`src/rtl/lcd_cmd_pkg.sv`:
```
// lcd_cmd_pkg
// Shared definitions for the LCD printer command path: the init word, the
// arbiter FSM encoding and the order in which draw-command words are
// written to the printer command FIFO (XY, then Size, then Addr).
package lcd_cmd_pkg;

    // The printer decodes an all-ones word as an init command.
    localparam logic [31:0] INIT_WORD = 32'hFFFF_FFFF;

    typedef enum logic [2:0] {
        ST_IDLE   = 3'd0,
        ST_W_XY   = 3'd1,
        ST_W_SIZE = 3'd2,
        ST_W_ADDR = 3'd3,
        ST_W_INIT = 3'd4
    } state_t;

    // Every non-idle state owns exactly one FIFO word.
    function automatic logic is_write_state(input state_t s);
        return s != ST_IDLE;
    endfunction

    // Word order shared with the printer: XY -> Size -> Addr; init is a
    // single word. Taken only after the current word has been written.
    function automatic state_t next_write_state(input state_t s);
        case (s)
            ST_W_XY:   return ST_W_SIZE;
            ST_W_SIZE: return ST_W_ADDR;
            default:   return ST_IDLE;
        endcase
    endfunction

endpackage

```
`src/rtl/rr_arbiter.sv`:
```
// rr_arbiter
// Combinational round-robin pick: grants the first set bit of req searching
// upward from last+1, wrapping modulo N_REQ. The last pointer is owned by
// the parent.
// Ports:
//   req     in  N_REQ  request vector
//   last    in  IDX_W  index granted most recently
//   gnt     out N_REQ  one-hot grant
//   gnt_idx out IDX_W  index of the granted bit (0 when none)
//   any     out 1      at least one request is set
module rr_arbiter #(
    parameter int N_REQ = 4,
    parameter int IDX_W = 2
) (
    input  logic [N_REQ-1:0] req,
    input  logic [IDX_W-1:0] last,
    output logic [N_REQ-1:0] gnt,
    output logic [IDX_W-1:0] gnt_idx,
    output logic             any
);

    logic [IDX_W-1:0] idx;

    always_comb begin
        gnt     = '0;
        gnt_idx = '0;
        any     = 1'b0;
        idx     = '0;
        // k = N_REQ wraps back to last itself, so a lone requester that
        // was just served can still be granted again.
        for (int k = 1; k <= N_REQ; k++) begin
            idx = IDX_W'((int'(last) + k) % N_REQ);
            if (!any && req[idx]) begin
                any      = 1'b1;
                gnt_idx  = idx;
                gnt[idx] = 1'b1;
            end
        end
    end

endmodule

```
`src/rtl/lcd_cmd_arbiter.sv`:
```
// lcd_cmd_arbiter
// Shares the printer command FIFO write port between N_REQ requesters.
// A granted request is written atomically: one init word, or the three
// draw words XY, Size, Addr, with no other requester's words in between.
// Handshake: a requester holds req_valid until it sees req_ack (one-cycle
// pulse, qualified by req_err) and drops it on the following edge; the
// payload is copied at grant so it may change afterwards.
// Ports:
//   clk, rst_n           clock, synchronous active-low reset
//   req_valid/req_init   per-requester request and init flag
//   req_xy/size/addr     per-requester payload, 32 bits per slice
//   req_ack/req_err      completion pulse and reject qualifier
//   cmd_wfull            FIFO full
//   cmd_winc/cmd_wdata   FIFO write strobe and data
//   busy                 a command is in progress
module lcd_cmd_arbiter
    import lcd_cmd_pkg::*;
#(
    parameter int N_REQ = 4
) (
    input  logic                  clk,
    input  logic                  rst_n,
    input  logic [N_REQ-1:0]      req_valid,
    input  logic [N_REQ-1:0]      req_init,
    input  logic [32*N_REQ-1:0]   req_xy,
    input  logic [32*N_REQ-1:0]   req_size,
    input  logic [32*N_REQ-1:0]   req_addr,
    output logic [N_REQ-1:0]      req_ack,
    output logic [N_REQ-1:0]      req_err,
    input  logic                  cmd_wfull,
    output logic                  cmd_winc,
    output logic [31:0]           cmd_wdata,
    output logic                  busy
);

    localparam int IDX_W = $clog2(N_REQ);

    state_t           state_q, state_d;
    logic [IDX_W-1:0] last_q, last_d;
    logic [IDX_W-1:0] gnt_idx_q, gnt_idx_d;
    logic [31:0]      xy_q, xy_d;
    logic [31:0]      size_q, size_d;
    logic [31:0]      addr_q, addr_d;
    logic             init_q, init_d;
    logic             rej_q, rej_d;

    logic [N_REQ-1:0] arb_req;
    logic [N_REQ-1:0] arb_gnt;
    logic [IDX_W-1:0] arb_idx;
    logic             arb_any;

    logic [31:0]      sel_xy, sel_size, sel_addr;
    logic             sel_init;

    // While a reject is being acknowledged the requester's valid is still
    // high; masking it stops the same request being granted twice.
    assign arb_req = rej_q ? '0 : req_valid;

    rr_arbiter #(
        .N_REQ (N_REQ),
        .IDX_W (IDX_W)
    ) u_rr (
        .req     (arb_req),
        .last    (last_q),
        .gnt     (arb_gnt),
        .gnt_idx (arb_idx),
        .any     (arb_any)
    );

    // AND-OR payload select from the one-hot grant.
    always_comb begin
        sel_xy   = '0;
        sel_size = '0;
        sel_addr = '0;
        sel_init = 1'b0;
        for (int i = 0; i < N_REQ; i++) begin
            if (arb_gnt[i]) begin
                sel_xy   = sel_xy   | req_xy[32*i +: 32];
                sel_size = sel_size | req_size[32*i +: 32];
                sel_addr = sel_addr | req_addr[32*i +: 32];
                sel_init = sel_init | req_init[i];
            end
        end
    end

    always_comb begin
        state_d   = state_q;
        last_d    = last_q;
        gnt_idx_d = gnt_idx_q;
        xy_d      = xy_q;
        size_d    = size_q;
        addr_d    = addr_q;
        init_d    = init_q;
        rej_d     = 1'b0;
        cmd_winc  = 1'b0;
        cmd_wdata = '0;
        req_ack   = '0;
        req_err   = '0;

        if (rej_q) begin
            req_ack[gnt_idx_q] = 1'b1;
            req_err[gnt_idx_q] = 1'b1;
        end

        if (is_write_state(state_q)) begin
            cmd_winc = !cmd_wfull;
        end

        case (state_q)
            ST_IDLE: begin
                if (arb_any) begin
                    last_d    = arb_idx;
                    gnt_idx_d = arb_idx;
                    xy_d      = sel_xy;
                    size_d    = sel_size;
                    addr_d    = sel_addr;
                    init_d    = sel_init;
                    if (sel_init) begin
                        state_d = ST_W_INIT;
                    end else if (sel_xy != INIT_WORD) begin
                        state_d = ST_W_XY;
                    end else begin
                        // All-ones XY would read as init at the printer.
                        rej_d = 1'b1;
                    end
                end
            end
            ST_W_XY:   cmd_wdata = xy_q;
            ST_W_SIZE: cmd_wdata = size_q;
            ST_W_ADDR: cmd_wdata = addr_q;
            ST_W_INIT: cmd_wdata = INIT_WORD;
            default:   cmd_wdata = '0;
        endcase

        if (cmd_winc) begin
            state_d = next_write_state(state_q);
            if (state_q == ST_W_ADDR || state_q == ST_W_INIT) begin
                req_ack[gnt_idx_q] = 1'b1;
            end
        end
    end

    always_ff @(posedge clk) begin
        if (!rst_n) begin
            state_q   <= ST_IDLE;
            last_q    <= IDX_W'(N_REQ - 1);
            gnt_idx_q <= '0;
            xy_q      <= '0;
            size_q    <= '0;
            addr_q    <= '0;
            init_q    <= 1'b0;
            rej_q     <= 1'b0;
        end else begin
            state_q   <= state_d;
            last_q    <= last_d;
            gnt_idx_q <= gnt_idx_d;
            xy_q      <= xy_d;
            size_q    <= size_d;
            addr_q    <= addr_d;
            init_q    <= init_d;
            rej_q     <= rej_d;
        end
    end

    assign busy = (state_q != ST_IDLE);

endmodule

```
`config.mk`:
```
export PLATFORM = sky130hd
export DESIGN_NAME = lcd_cmd_arbiter
export DESIGN_NICKNAME = d
export VERILOG_FILES = /design/src/rtl/lcd_cmd_pkg.sv /design/src/rtl/rr_arbiter.sv /design/src/rtl/lcd_cmd_arbiter.sv
export SDC_FILE = /design/constraint.sdc
export NUM_CORES = 1
export LEC_CHECK = 0
export BUFFER_PORTS_ARGS = -buffer_cell sky130_fd_sc_hd__buf_4
export CAP_MARGIN = 15
export CORE_AREA = 5 5 165 167
export CTS_CLUSTER_SIZE = 8
export DETAILED_ROUTE_END_ITERATION = 10
export DIE_AREA = 0 0 170 172
export GPL_ROUTABILITY_DRIVEN = 0
export GPL_TIMING_DRIVEN = 0
export PLACE_DENSITY_LB_ADDON = 0.12
export SYNTH_ARGS = -nofsm -noshare
export SYNTH_HDL_FRONTEND = slang
export SYNTH_SLANG_ARGS = --single-unit
```
`constraint.sdc`:
```
create_clock -name clk -period 8.88 [get_ports clk]
set_clock_uncertainty 0.15 [all_clocks]
set_input_delay 0.444 -clock clk [delete_from_list [all_inputs] [get_ports clk]]
set_output_delay 0.444 -clock clk [all_outputs]
set_load 0.02 [all_outputs]
```
Yosys cells after proc, flatten, opt, wreduce, memory -nomap -nowiden
Cells that the tools add are included.
- flip-flop bits (word level): 104
- input bits: 395
- $add $sub $neg: 4
- magnitude comparators: 10
- equality and inequality tests: 5
- muxes and demuxes: 59
- bitwise logic cells: 19
- reduce and logical (&&, ||, !) cells: 21
- operator list (kind ; number):
    $mux 32 ; 12
    $or 32x32->32 ; 9
    $pmux 32 s4 ; 1
    $mux 4 ; 8
    $ne 32x32->1 const B ; 1
    $mux 1 ; 19
    $or 4x4->4 ; 4
    $lt 2x3->1 const B ; 5
    $mux 3 ; 5
    $demux 1 s2 ; 5
    $ge 2x1->1 const B ; 5
    $bmux 1 s2 ; 4
    $logic_and 1x1->1 ; 8
    $mux 2 ; 4
    $eq 3x2->1 const B ; 2
    $reduce_bool 3->1 ; 2
    $add 2x1->2 const B ; 2
    $add 2x2->2 const B ; 2
    $logic_not 1->1 ; 4
    $pmux 2 s2 ; 1
    $reduce_bool 2->1 ; 2
    $reduce_or 4->1 ; 1
    $eq 3x1->1 const B ; 1
    $eq 3x3->1 const B ; 1
    6 further kinds ; 10

Depth between registers and ports, before layout
Gate-level depths: netlist (run 1).
- depth in word-level cells: 26
- mapped depth: 15
- gate-level depth less buffers: 12

Cells and area by module
Synthesis (run 1) repeated with hierarchy kept, for this count alone.
- cells, all modules: 841
- area total of the unflattened synthesis: 7348.3 um2
- modules (own cells, without submodules) (module ; instances ; cells each ; area an instance (um2) ; seq. area each (um2)):
    lcd_cmd_arbiter ; 1 ; 755 ; 6718.9 ; 2082.0
    rr_arbiter ; 1 ; 86 ; 629.4 ; 0.0

Least setup slack after synthesis (run 1)
Ideal clock, no wire load.
- path kind: reg2reg
- start: register last_q[0]
- end: register addr_q[10]
- library setup time: 0.130 ns
- arrival time: 3.259 ns
- data required time: 8.600 ns
- slack: 5.342 ns
- stages on the path, launching flop included: 13
- path buffers: 4
- clock period less this slack: 3.538 ns
- cell sequence: dfxtp_1 -> buf_6 -> inv_1 -> ha_1 -> nor2b_1 -> a22oi_4 -> mux2_2 -> or3_1 -> buf_4 -> clkbuf_1 -> clkbuf_1 -> a222oi_1 -> a21oi_1
- longest elaborated chain between the ends: 20
- elaborated cells between the ends (all ways): 57
- those cells by class: add/sub: 4; order compare: 8; mux: 28; bitwise: 6; reduce/logical: 11
- RTL lines (item ; RTL line ; source):
    start, declared ; lcd_cmd_arbiter.sv:39 ; logic [IDX_W-1:0] last_q, last_d;
    start signal, assigned ; lcd_cmd_arbiter.sv:146 ; last_q <= IDX_W'(N_REQ - 1);
    start signal, assigned ; lcd_cmd_arbiter.sv:155 ; last_q <= last_d;
    parallel branches: the longest is 20 deep, another holds $lt 2x3->1 ; n/a ;
    end signal, assigned ; lcd_cmd_arbiter.sv:159 ; addr_q <= addr_d;
    end, declared ; lcd_cmd_arbiter.sv:43 ; logic [31:0] addr_q, addr_d;
Parallel ways; which one is timed is not known. The select of a mux whose other input is x is not followed.
A chain may end at the register's enable or synchronous reset.

Final worst setup path (run 1)
- start: register last_q[0]
- end: register addr_q[28]
The elaborated chain is that of the path after synthesis.

==> summary.md, run 1 <==
| Metric | Value |
|---|---|
| Outcome | finished clean |
| Worst R2R End | addr_q[28] |
| Fmax | 210 MHz |
| Slew Viols, Final | 0 |
| Vias per inst | 5.81 |
| Unique masters post-synth | 70 |
| Number of enable flip-flop cells after synthesis | 0 |
| Clk Latency, worst-skew pair | 0.35 ns |
| Top post-synthesis cells by area | dfxtp_1 27%, a222oi_1 9.7%, a21oi_1 9.1%, o21ai_0 7.7%, a22oi_1 6.7% |
| DP Worst Slack | 4.16 ns |
| Reg2reg start | last_q[0] |
| Crit. End Element | register |
| Avg WL per Cell | 24.3 µm |
| Multi-input gate area | 5070 µm² |
| Num CTS Buffers | 9 |
| Hold Startpoint | req_size[59] |
| Drt pass-1 iters | 9 |
| Critical path's largest stage delay | 0.69 ns |
| Startpoint types | register |
| FF-to-FF path depth | 12 |
| CORE AREA | 25600 µm² |
| Max Buffers Root-to-Sink | 2 |
| Root Driver | clkbuf_16 |
| Final #Nets | 1809 |
| Max_slew headroom | 0.244 |
| Mapped Cells | 961 |
| Fin crit share | 0.536 |
| Post-CTS Resized | 0 |
| Initial DRC count | approximately 940 |
| Hold Path Stages | 3 |
| Async SR Flop Fraction | 0 |
| Endpoints failing setup | 0 |
| Starting density of the core | 0.299 |
| Largest net degree at the start of global routing | 18 |
| Initial antenna violation count | 0 |
| Sequential cell area fraction in the yosys report | 0.272 |
| Grt total ovfl | 0 |
| Final Cell Area | ~12000 µm² |
| Row cnt | between 50 and 60 |
| Worst Hold End | size_q[27] |
| Die area | 29200 µm² |
| VDD IR max | 184 µV |
| Area share of the largest cell type after synthesis | 0.272 |
| YS warnings | 0 |
| Hold_ws | 0.214 ns |
| Final setup margin | 4.12 ns |
| Clock sink count | about 100 |
| Cell mode on critical path | clkbuf_1 |
| Port Buffer Count | 433 |
| Register area | about 2100 µm² |
| Area Overhead vs Synth | 51.8% |
| Detailed Place HPWL | approximately 35 mm |
| Worst-path cell chain | buf_6 -> inv_1 -> ha_1 -> nor3b_1 -> nor3_4 -> nor4b_2 -> or3_1 -> buf_2 -> clkbuf_1 -> clkbuf_1 -> a222oi_1 -> a21oi_1 |
| Tightest Pin Transition | 1.13 ns |
| WS Path Type | reg -> reg |
| Mapped Area | 7660 µm² |
| Post-Route Setup TNS | 0 ns |
| FF+latch count, synth | 104 |
| RSZ-0062 raised after global routing | false |
| Vias in the first global route | 9843 |
| Mean Syn Cell Area | 7.97 µm² |
| Hold Path Class | in -> reg |
| Slowest CP cell | clkbuf_1 |
| H-tree Lvls | 3 |
| Antenna cells | 0 |
| Max_cap viols | 0 |
| Dominant cell type by area after synthesis | dfxtp_1 |
| Worst Path Max Fanout | 10 |
| R2r setup slk | 4.12 ns |
| DP Area | 11300 µm² |
| Die height | 172 µm |
| All-Layer GR Usage | 0.269 |
| WP data required | about 9 ns |
| Clock tree from TritonCTS | done |
| Ys flop type | dfxtp_1 |
| Share of layout cells above drive strength 1 | 0.373 |
| Drc violations | 0 |
| Drt total wl | 42.5 mm |
| Worst Path Arrival | 4.88 ns |
| Fillers | 2610 |
| Leakage dissipation | 0.00492 µW |
| Pwr/cell area | 392 nW/µm² |
| Die W | 170 µm |
| Minimum clock period | 4.76 ns |
| First-pass GRT wire length | 60.6 mm |
| Synth Net Count | about 1400 |
| Final hold viol count | 0 |
| Post-CTS setup buffer count | 0 |
| Clock Pin Slew Worst Setup and Hold Paths | 0.07 ns |
| Antenna Nets Post-Route | 0 |
| I/O pins | 437 |
| DR vias | 10100 |
| Post-CTS Hold Fix Bufs | 0 |
-- per-layer routing --
| metal | global-route usage | share of wire |
|---|---|---|
| met5 | 0 | 0 |
| met4 | 0.0712 | 0.026 |
| met3 | 0.0530 | 0.083 |
| met2 | 0.464 | 0.48 |
| met1 | 0.345 | 0.41 |
-- state kept, by name, indices dropped and copies added, names as in the netlist --
register   flops
addr_q        32
rej_q          1
size_q        32
xy_q          32
state_q        3
gnt_idx_q      2
last_q         2
-- cell usage after synthesis (all sizes together) (6+ instances only) --
cell	n
or3	9
buf	35
nand3	7
o31ai	21
nor3b	8
ha	8
or2	6
a221oi	7
inv	13
a211oi	18
nand2	29
a22o	23
and3	7
nor2	45
nor4	13
o21ai	121
a22oi	70
clkbuf	75
a222oi	74
nor4b	6
dfxtp	104
nand4	8
and3b	6
a21oi	141
nor3	22
mux2	31
mux2i	7
-- cell families (layout without fill, tap and decap cells) --
kind of cell / count (synthesis) / count (layout) / share of synthesized area
compound gates: 508 / 508 / 0.453
xor+xnor: 1 / 1 / 0.00114
fa+ha+maj: 8 / 8 / 0.0131
buf+inv: 124 / 574 / 0.0670
flops: 104 / 104 / 0.272
mux: 38 / 38 / 0.0578
simple gates: 178 / 178 / 0.137
-- layout make-up --
cell class / instances / area share
timing repair buffer: 434 / 0.280
clock buffer: 11 / 0.0209
tap: 335 / 0.0361
multi-input combinational: 733 / 0.436
sequential: 104 / 0.179
buffer: 110 / 0.0396
inverter: 14 / 0.00452
clock inverter: 5 / 0.00355
-- placed cells by master (no fill, tap or decap), types with 5 or more instances in the layout --
cell type / n
mux2i_1: 5
clkbuf_1: 76
buf_2: 14
nor4_1: 9
o31ai_1: 21
buf_1: 16
nor3b_1: 7
or3_1: 9
mux2_2: 29
a221oi_1: 6
a22o_1: 23
dfxtp_1: 104
o21ai_0: 118
nor3_1: 18
inv_1: 13
a21oi_1: 140
and3_1: 7
ha_1: 8
nand3_1: 7
nor2_1: 45
clkbuf_16: 9
nand2_1: 29
buf_4: 436
a211oi_1: 18
nand4_1: 8
and3b_1: 6
a22oi_1: 68
a222oi_1: 74
-- critical path, delay by kind of cell (launching register included) --
family | cells | cell delay (ns)
AOI/OAI and AO/OA | 2 | 0.46
adders and majority gates | 1 | 0.45
buffers and inverters | 5 | 1.80
DFF | 1 | 0.45
and+or+nand+nor | 4 | 1.35
-- per-stage QoR --
step,total power [µW],instances,util
after floorplan,2860,961,-
after global placement,4120,1729,0.442
after detailed placement,4140,1730,0.443
after CTS,4540,1746,0.454
after global routing,4870,1746,0.454
final,4560,1746,0.454
-- worst max path at each step --
stage | start | endpoint | slack, ns | depth (start not counted)
2_1_floorplan | last_q[0] | addr_q[10] | 5.34 | 12
6_report | last_q[0] | addr_q[28] | 4.12 | 12
3_5_place_dp | last_q[0] | addr_q[28] | 4.16 | 12
3_3_place_gp | last_q[1] | addr_q[28] | 4.15 | 12
4_1_cts | last_q[0] | addr_q[28] | 4.13 | 12
5_1_grt | last_q[1] | addr_q[9] | 3.87 | 12
-- where the power goes --
part | internal, µW | switching (µW)
Sequential | 657 | 144
Clock | 200 | 186
Combinational | 1230 | 2140
(Power assumes the default switching activity.)
==> run 2: changes to the inputs <==
==> constraint.sdc (replaced) <==
create_clock -name clk -period 4.1 [get_ports clk]
set_clock_uncertainty 0.15 [all_clocks]
set_input_delay 0.205 -clock clk [delete_from_list [all_inputs] [get_ports clk]]
set_output_delay 0.205 -clock clk [all_outputs]
set_load 0.02 [all_outputs]
==> run 2 against run 1 <==
  * Via count increased by 4.7%
  * Cell count increased by 4.7%
  * Wire length increased by 3.2%
  * Clock power increased by 120%
  * Die area unchanged
  * Largest cell class unchanged
  * Highest routed layer unchanged
==> summary.md, run 2 (synthesis gave the netlist of run 1 again) <==
| Metric | Value |
|---|---|
| Die height | 172 µm (unchanged) |
| Vias in the first global route | 10300 (+4.5%) |
| Pwr/cell area | 815 nW/µm² (+110%) |
| Leakage dissipation | 0.00533 µW (+8.3%) |
| Worst Path Max Fanout | 11 (+1) |
| Area Overhead vs Synth | 64.0% |
| Fmax | 251 MHz (+20%) |
| Worst R2R End | addr_q[28] |
| Switching pwr | 5480 µW (+120%) |
| Max_slew headroom | 0.499 (+0.255) |
| Starting density of the core | 0.299 (unchanged) |
| Worst Path Arrival | 4.04 ns (-0.84 ns) |
| Reg2reg start | last_q[0] |
| FF-to-FF path depth | 12 (unchanged) |
| First-pass GRT wire length | 62.0 mm (+2.5%) |
| VDD IR max | 431 µV (+130%) |
| Startpoint types | register |
| Hold_ws | 0.00300 ns (-0.211 ns) |
| Final Cell Area | 12600 µm² (+8.1%) |
| Die area | 29200 µm² (unchanged) |
| Tightest Pin Transition | 0.752 ns (-0.374 ns) |
| Port Buffer Count | 433 (unchanged) |
| DR vias | 10600 (+4.7%) |
| H-tree Lvls | 3 (unchanged) |
| Final setup margin | 0.123 ns (-4.00 ns) |
| Initial DRC count | 930 (-1.2%) |
| Clock tree from TritonCTS | done |
| Drt total wl | 43.8 mm (+3.2%) |
| DP Worst Slack | -0.624 ns (-4.78 ns) |
| Minimum clock period | 3.98 ns (-0.782 ns) |
| Die W | 170 µm (unchanged) |
| DP Area | 11300 µm² (unchanged) |
| Slew Viols, Final | 0 (unchanged) |
| Detailed Place HPWL | 35.3 mm (unchanged) |
| Flop pwr share | 0.171 (-0.005) |
| Hold Path Stages | 3 (unchanged) |
| Endpoints failing setup | 0 (unchanged) |
| Grt total ovfl | 0 (unchanged) |
| Commonest cells after routing, fill and taps aside | 447 x buf_4, 140 x a21oi_1, 118 x o21ai_0 |
| Largest regs | addr_q (32), size_q (32), xy_q (32) |
| Post-Route Setup TNS | 0 ns (unchanged) |
| Crit. End Element | register |
| I/O pins | 437 (unchanged) |
| WP data required | 4.17 ns (-4.83 ns) |
| Total power | 10200 µW (+120%) |
| Max_cap viols | 0 (unchanged) |
| Max layer used | met4 |
| Root Driver | clkbuf_16 |
| Initial antenna violation count | 1 (+1) |
| Clock Pin Slew Worst Setup and Hold Paths | 0.07 ns (about the same) |
| Crit path from | last_q[0] |
| Largest net degree at the start of global routing | 18 (unchanged) |
| Clk Latency, worst-skew pair | 0.35 ns (about the same) |
| CORE AREA | 25600 µm² (unchanged) |
| Clock sink count | 104 (unchanged) |
| Comb power frac | 0.747 (+0.007) |
| Clock power frac | 0.082 (-0.003) |
| Outcome | finished clean |
| Metal2 WL | 21.0 mm (+3.0%) |
| Hold Path Class | in -> reg |
| Final hold viol count | 0 (unchanged) |
| WS Path Type | reg -> reg |
| Final #Nets | 1890 (+4.5%) |
| Fin crit share | 0.970 (+0.434) |
| Routed met1 length | 17.7 mm (+1.3%) |
| Internal Power | 4750 µW (+130%) |
| All-Layer GR Usage | 0.274 (+0.00534) |
| R2r setup slk | 0.12 ns (-4.00 ns) |
| Commonest non-fill, non-tap cell in the layout | buf_4 |
| Max Buffers Root-to-Sink | 2 (unchanged) |
| Share of layout cells above drive strength 1 | 0.379 (+0.00590) |
| Hold Startpoint | req_addr[40] |
| Avg WL per Cell | 24.0 µm (-1.4%) |
| Vias per inst | 5.81 (about the same) |
| Worst Hold End | addr_q[8] |
| Drt pass-1 iters | 8 (-1) |
| Num CTS Buffers | 9 (unchanged) |
| Antenna Nets Post-Route | 0 (unchanged) |
| Row cnt | 59 (unchanged) |
| Wire length on met3 | 3.77 mm (+6.9%) |
| Drc violations | 0 (unchanged) |
| Switching Fraction | 0.536 (-0.00543) |
| RSZ-0062 raised after global routing | false |
[run 2: cell count changes in the layout (fill, tap and decap cells not counted), moves of 4 or more]
cell / before / now
dlygate4sd3_1: 0 / 70
clkbuf_1: 76 / 66
clkbuf_2: 0 / 8
clkbuf_4: 0 / 4
buf_4: 436 / 447
[run 2: worst max-delay path: stages, from the launching register on]
cell	delay, ns
dfxtp_2	0.40
buf_8	0.19
clkinvlp_4	0.14
ha_4	0.30
nor2b_2	0.18
a22oi_4	0.26
mux2_4	0.38
or3_4	0.44
buf_2	0.23
clkbuf_8	0.22
clkbuf_2	0.22
a222oi_1	0.55
a21oi_1	0.17
[run 2: layout make-up]
| cell class | instances | area [µm²] |
|---|---|---|
| clock buffer | 11 | 243 |
| timing repair buffer | 515 | 4040 |
| fill | 2513 | 13100 |
| inverter | 14 | 56.3 |
| clock inverter | 5 | 41.3 |
| buffer | 109 | 493 |
| tap | 335 | 419 |
| sequential | 104 | 2090 |
| antenna | 1 | 2.50 |
| multi-input combinational | 734 | 5180 |
[run 2: power groups by stage]
stage / clock, µW / sequential, µW / combinational (µW)
floorplan: 0 / 1560 / 4640
global placement: 0 / 1740 / 7190
detailed placement: 0 / 1750 / 7220
CTS: 854 / 1740 / 7380
global route: 895 / 1780 / 8220
finish: 842 / 1750 / 7640
[run 2: metrics by stage]
stage	std cells	utilization
finish	1828	0.490
global route	1828	0.490
CTS	1817	0.484
detailed placement	1730	0.443
global placement	1729	0.442
floorplan	961	-
[run 2: how the worst max path moves through the flow]
stage                            end  slack [ns]  cells after the start
after global placement    addr_q[28]       -0.63                     12
after CTS                      rej_q      0.0005                     14
after detailed placement  addr_q[28]       -0.62                     12
after floorplan           addr_q[10]        0.56                     12
final                     addr_q[28]        0.12                     12
after global routing      addr_q[28]        0.04                     12
[run 2: layer usage]
metal	vias to the layer above	track usage
li1	4942	-
met1	4967	0.350
met2	630	0.472
met3	79	0.0501
met4	0	0.0851
met5	-	0
[run 2: repair_timing]
action | 4_1_cts | 5_1_grt
resized for setup | 22 | 24
pin swaps | 3 | 9
setup endpoints to repair | 66 | 59
endpoints found under the hold margin | 46 | 1
hold buffers | 69 | 1
cloned | 0 | 1
buffers inserted | 3 | 8
==> run 3: changes to the inputs <==
--- a/config.mk
+++ b/config.mk
@@ -13,7 +13,7 @@
 export DIE_AREA = 0 0 170 172
 export GPL_ROUTABILITY_DRIVEN = 0
 export GPL_TIMING_DRIVEN = 0
-export PLACE_DENSITY_LB_ADDON = 0.12
+export PLACE_DENSITY = 0.64
 export SYNTH_ARGS = -nofsm -noshare
 export SYNTH_HDL_FRONTEND = slang
 export SYNTH_SLANG_ARGS = --single-unit
==> run 3 against run 2 <==
  * Register-to-register slack got worse by 0.04 ns
  * Total power up 0.16%
  * Sequential power hardly changed
  * Hold slack got worse by 0.0014 ns
==> summary.md, run 3 (synthesis gave the netlist of run 1 again) <==
| Metric | Value |
|---|---|
| Area Overhead vs Synth | 60.7% |
| CORE AREA | 25600 µm² (unchanged) |
| Worst Path Max Fanout | 10 (-1) |
| Final hold viol count | 0 (unchanged) |
| Root Driver | clkbuf_16 |
| Comb power frac | 0.737 (-0.010) |
| Hold Path Class | in -> reg |
| Internal Power | 4860 µW (+2.3%) |
| Layout Cells excl Fill | 1799 (-1.6%) |
| Outcome | finished clean |
| WS Path Type | reg -> reg |
| Starting density of the core | 0.299 (unchanged) |
| Largest regs | addr_q (32), size_q (32), xy_q (32) |
| Num CTS Buffers | 9 (unchanged) |
| Final Cell Area | 12300 µm² (-2.1%) |
| Drt pass-1 iters | 10 (+2) |
| WP data required | 4.16 ns (about the same) |
| Flop pwr share | 0.169 (-0.002) |
| Clock Pin Slew Worst Setup and Hold Paths | 0.07 ns (about the same) |
| Detailed Place HPWL | 35.0 mm (-0.84%) |
| Endpoints failing setup | 0 (unchanged) |
| Reg2reg start | last_q[0] |
| Share of layout cells above drive strength 1 | 0.387 (+0.00793) |
| Worst Hold End | size_q[11] |
| Vias per inst | 5.88 (+1.2%) |
| VDD IR max | 421 µV (-2.4%) |
| DP Area | 11300 µm² (about the same) |
| Drt total wl | 43.5 mm (-0.83%) |
| I/O pins | 437 (unchanged) |
| Largest net degree at the start of global routing | 18 (unchanged) |
| Grt total ovfl | 0 (unchanged) |
| Hold Path Stages | 3 (unchanged) |
| Switching pwr | 5390 µW (-1.7%) |
| Drc violations | 0 (unchanged) |
| Port Buffer Count | 433 (unchanged) |
| Leakage dissipation | 0.00526 µW (-1.4%) |
| Clock sink count | 104 (unchanged) |
| Dpl cells | 1729 (-0.058%) |
| Hold Startpoint | req_size[75] |
| RSZ-0062 raised after global routing | false |
| Initial DRC count | 1252 (+35%) |
| All-Layer GR Usage | 0.274 (-0.000358) |
| Antenna Nets Post-Route | 0 (unchanged) |
| Antenna cells | 0 (-1) |
| Max Buffers Root-to-Sink | 2 (unchanged) |
| Final #Nets | 1862 (-1.5%) |
| Tightest Pin Transition | 0.884 ns (+0.133 ns) |
| Pwr/cell area | 833 nW/µm² (+2.3%) |
| Worst R2R End | addr_q[24] |
| DP Worst Slack | -0.725 ns (-0.101 ns) |
| Slew Viols, Final | 0 (unchanged) |
| Fin crit share | 0.981 (+0.0106) |
| Startpoint types | register |
| Row cnt | 59 (unchanged) |
| Vias in the first global route | 10200 (-1.2%) |
| R2r setup slk | 0.08 ns (-0.04 ns) |
| Die height | 172 µm (unchanged) |
| Initial antenna violation count | 1 (unchanged) |
| Avg WL per Cell | 24.2 µm (+0.77%) |
| Switching Fraction | 0.526 (-0.0100) |
| Minimum clock period | 4.02 ns (+0.0433 ns) |
| Fmax | 249 MHz (-1.1%) |
| Max_slew headroom | 0.407 (-0.0916) |
| DR vias | 10600 (-0.43%) |
| Commonest cells after routing, fill and taps aside | 448 x buf_4, 140 x a21oi_1, 118 x o21ai_0 |
| Max_cap viols | 0 (unchanged) |
| Clock power frac | 0.095 (+0.013) |
| First-pass GRT wire length | 61.3 mm (-1.2%) |
| Die area | 29200 µm² (unchanged) |
| Die W | 170 µm (unchanged) |
| Clock tree from TritonCTS | done |
| Crit. End Element | register |
| H-tree Lvls | 3 (unchanged) |
| Fin util | 0.480 (-0.0101) |
| Worst Path Arrival | 4.08 ns (+0.04 ns) |
| Final setup margin | 0.0794 ns (-0.0433 ns) |
| Clk Latency, worst-skew pair | 0.35 ns (about the same) |
| Commonest non-fill, non-tap cell in the layout | buf_4 |
| FF-to-FF path depth | 12 (unchanged) |
run 3: changes by cell type in the layout (fill, tap and decap cells not counted), moves of 2 or more:
cell           previous run  this run
clkinvlp_4                3         1
clkbuf_1                 66        61
clkbuf_8                  2         4
clkbuf_4                  4         7
bufinv_16                 0         2
nor3_4                    4         2
dlygate4sd3_1            70        43
a211oi_1                 16        18
buf_2                    12         9
a211oi_2                  2         0
clkbuf_2                  8        11
run 3: critical path, stage by stage, from the launching register on:
cell        delay, ns
dfxtp_2          0.40
buf_6            0.19
clkinvlp_4       0.11
ha_2             0.36
nor2b_2          0.20
a22oi_4          0.28
mux2_2           0.44
or3_4            0.44
clkbuf_4         0.23
clkbuf_8         0.23
clkbuf_2         0.21
a222oi_1         0.47
a21oi_1          0.13
run 3: timing repair:
| item | CTS | global route |
|---|---|---|
| pin swaps | 8 | 8 |
| setup endpoints to repair | 66 | 57 |
| gates resized for setup | 30 | 20 |
| hold buffers | 43 | 0 |
| endpoints found under the hold margin | 34 | 0 |
| buffers inserted | 9 | 3 |
run 3: worst max-delay path by stage:
stage | from | to | slack (ns) | cells past startpoint
6_report | last_q[0] | addr_q[24] | 0.08 | 12
5_1_grt | last_q[1] | state_q[0] | 0.003 | 14
4_1_cts | last_q[1] | addr_q[4] | 0.02 | 12
3_5_place_dp | last_q[0] | addr_q[4] | -0.73 | 12
3_3_place_gp | last_q[0] | addr_q[24] | -0.67 | 12
2_1_floorplan | last_q[0] | addr_q[10] | 0.56 | 12
run 3: through the flow:
step	hold WS (ns)	setup TNS [ns]	total power, µW
finish	0.00164	0	10300
global route	0.00619	0	10900
CTS	0.000165	0	10100
detailed placement	0.307	-42.20	8920
global placement	0.307	-38.83	8910
floorplan	0.204	0	6200
run 3: power by group through the flow:
stage,registers [µW],clock network [µW],logic (µW)
finish,1730,970,7550
global route,1770,1020,8100
CTS,1710,985,7410
detailed placement,1730,0,7190
global placement,1730,0,7180
floorplan,1560,0,4640
run 3: metal layers:
metal | global-route usage | vias up | part of all wire
met5 | 0 | - | 0.00030
met4 | 0.107 | 2 | 0.041
met3 | 0.0558 | 113 | 0.086
met2 | 0.449 | 627 | 0.46
met1 | 0.355 | 4954 | 0.41
li1 | - | 4876 | -
run 3: final cells by class:
class,instances,area (µm²)
plain buffers,109,514
clock inverters,5,86.3
flip-flops and latches,104,2080
inverters,14,56.3
clock buffers,11,253
multi-input cells,733,5120
fillers,2557,13300
repair buffers,488,3770
well taps,335,419
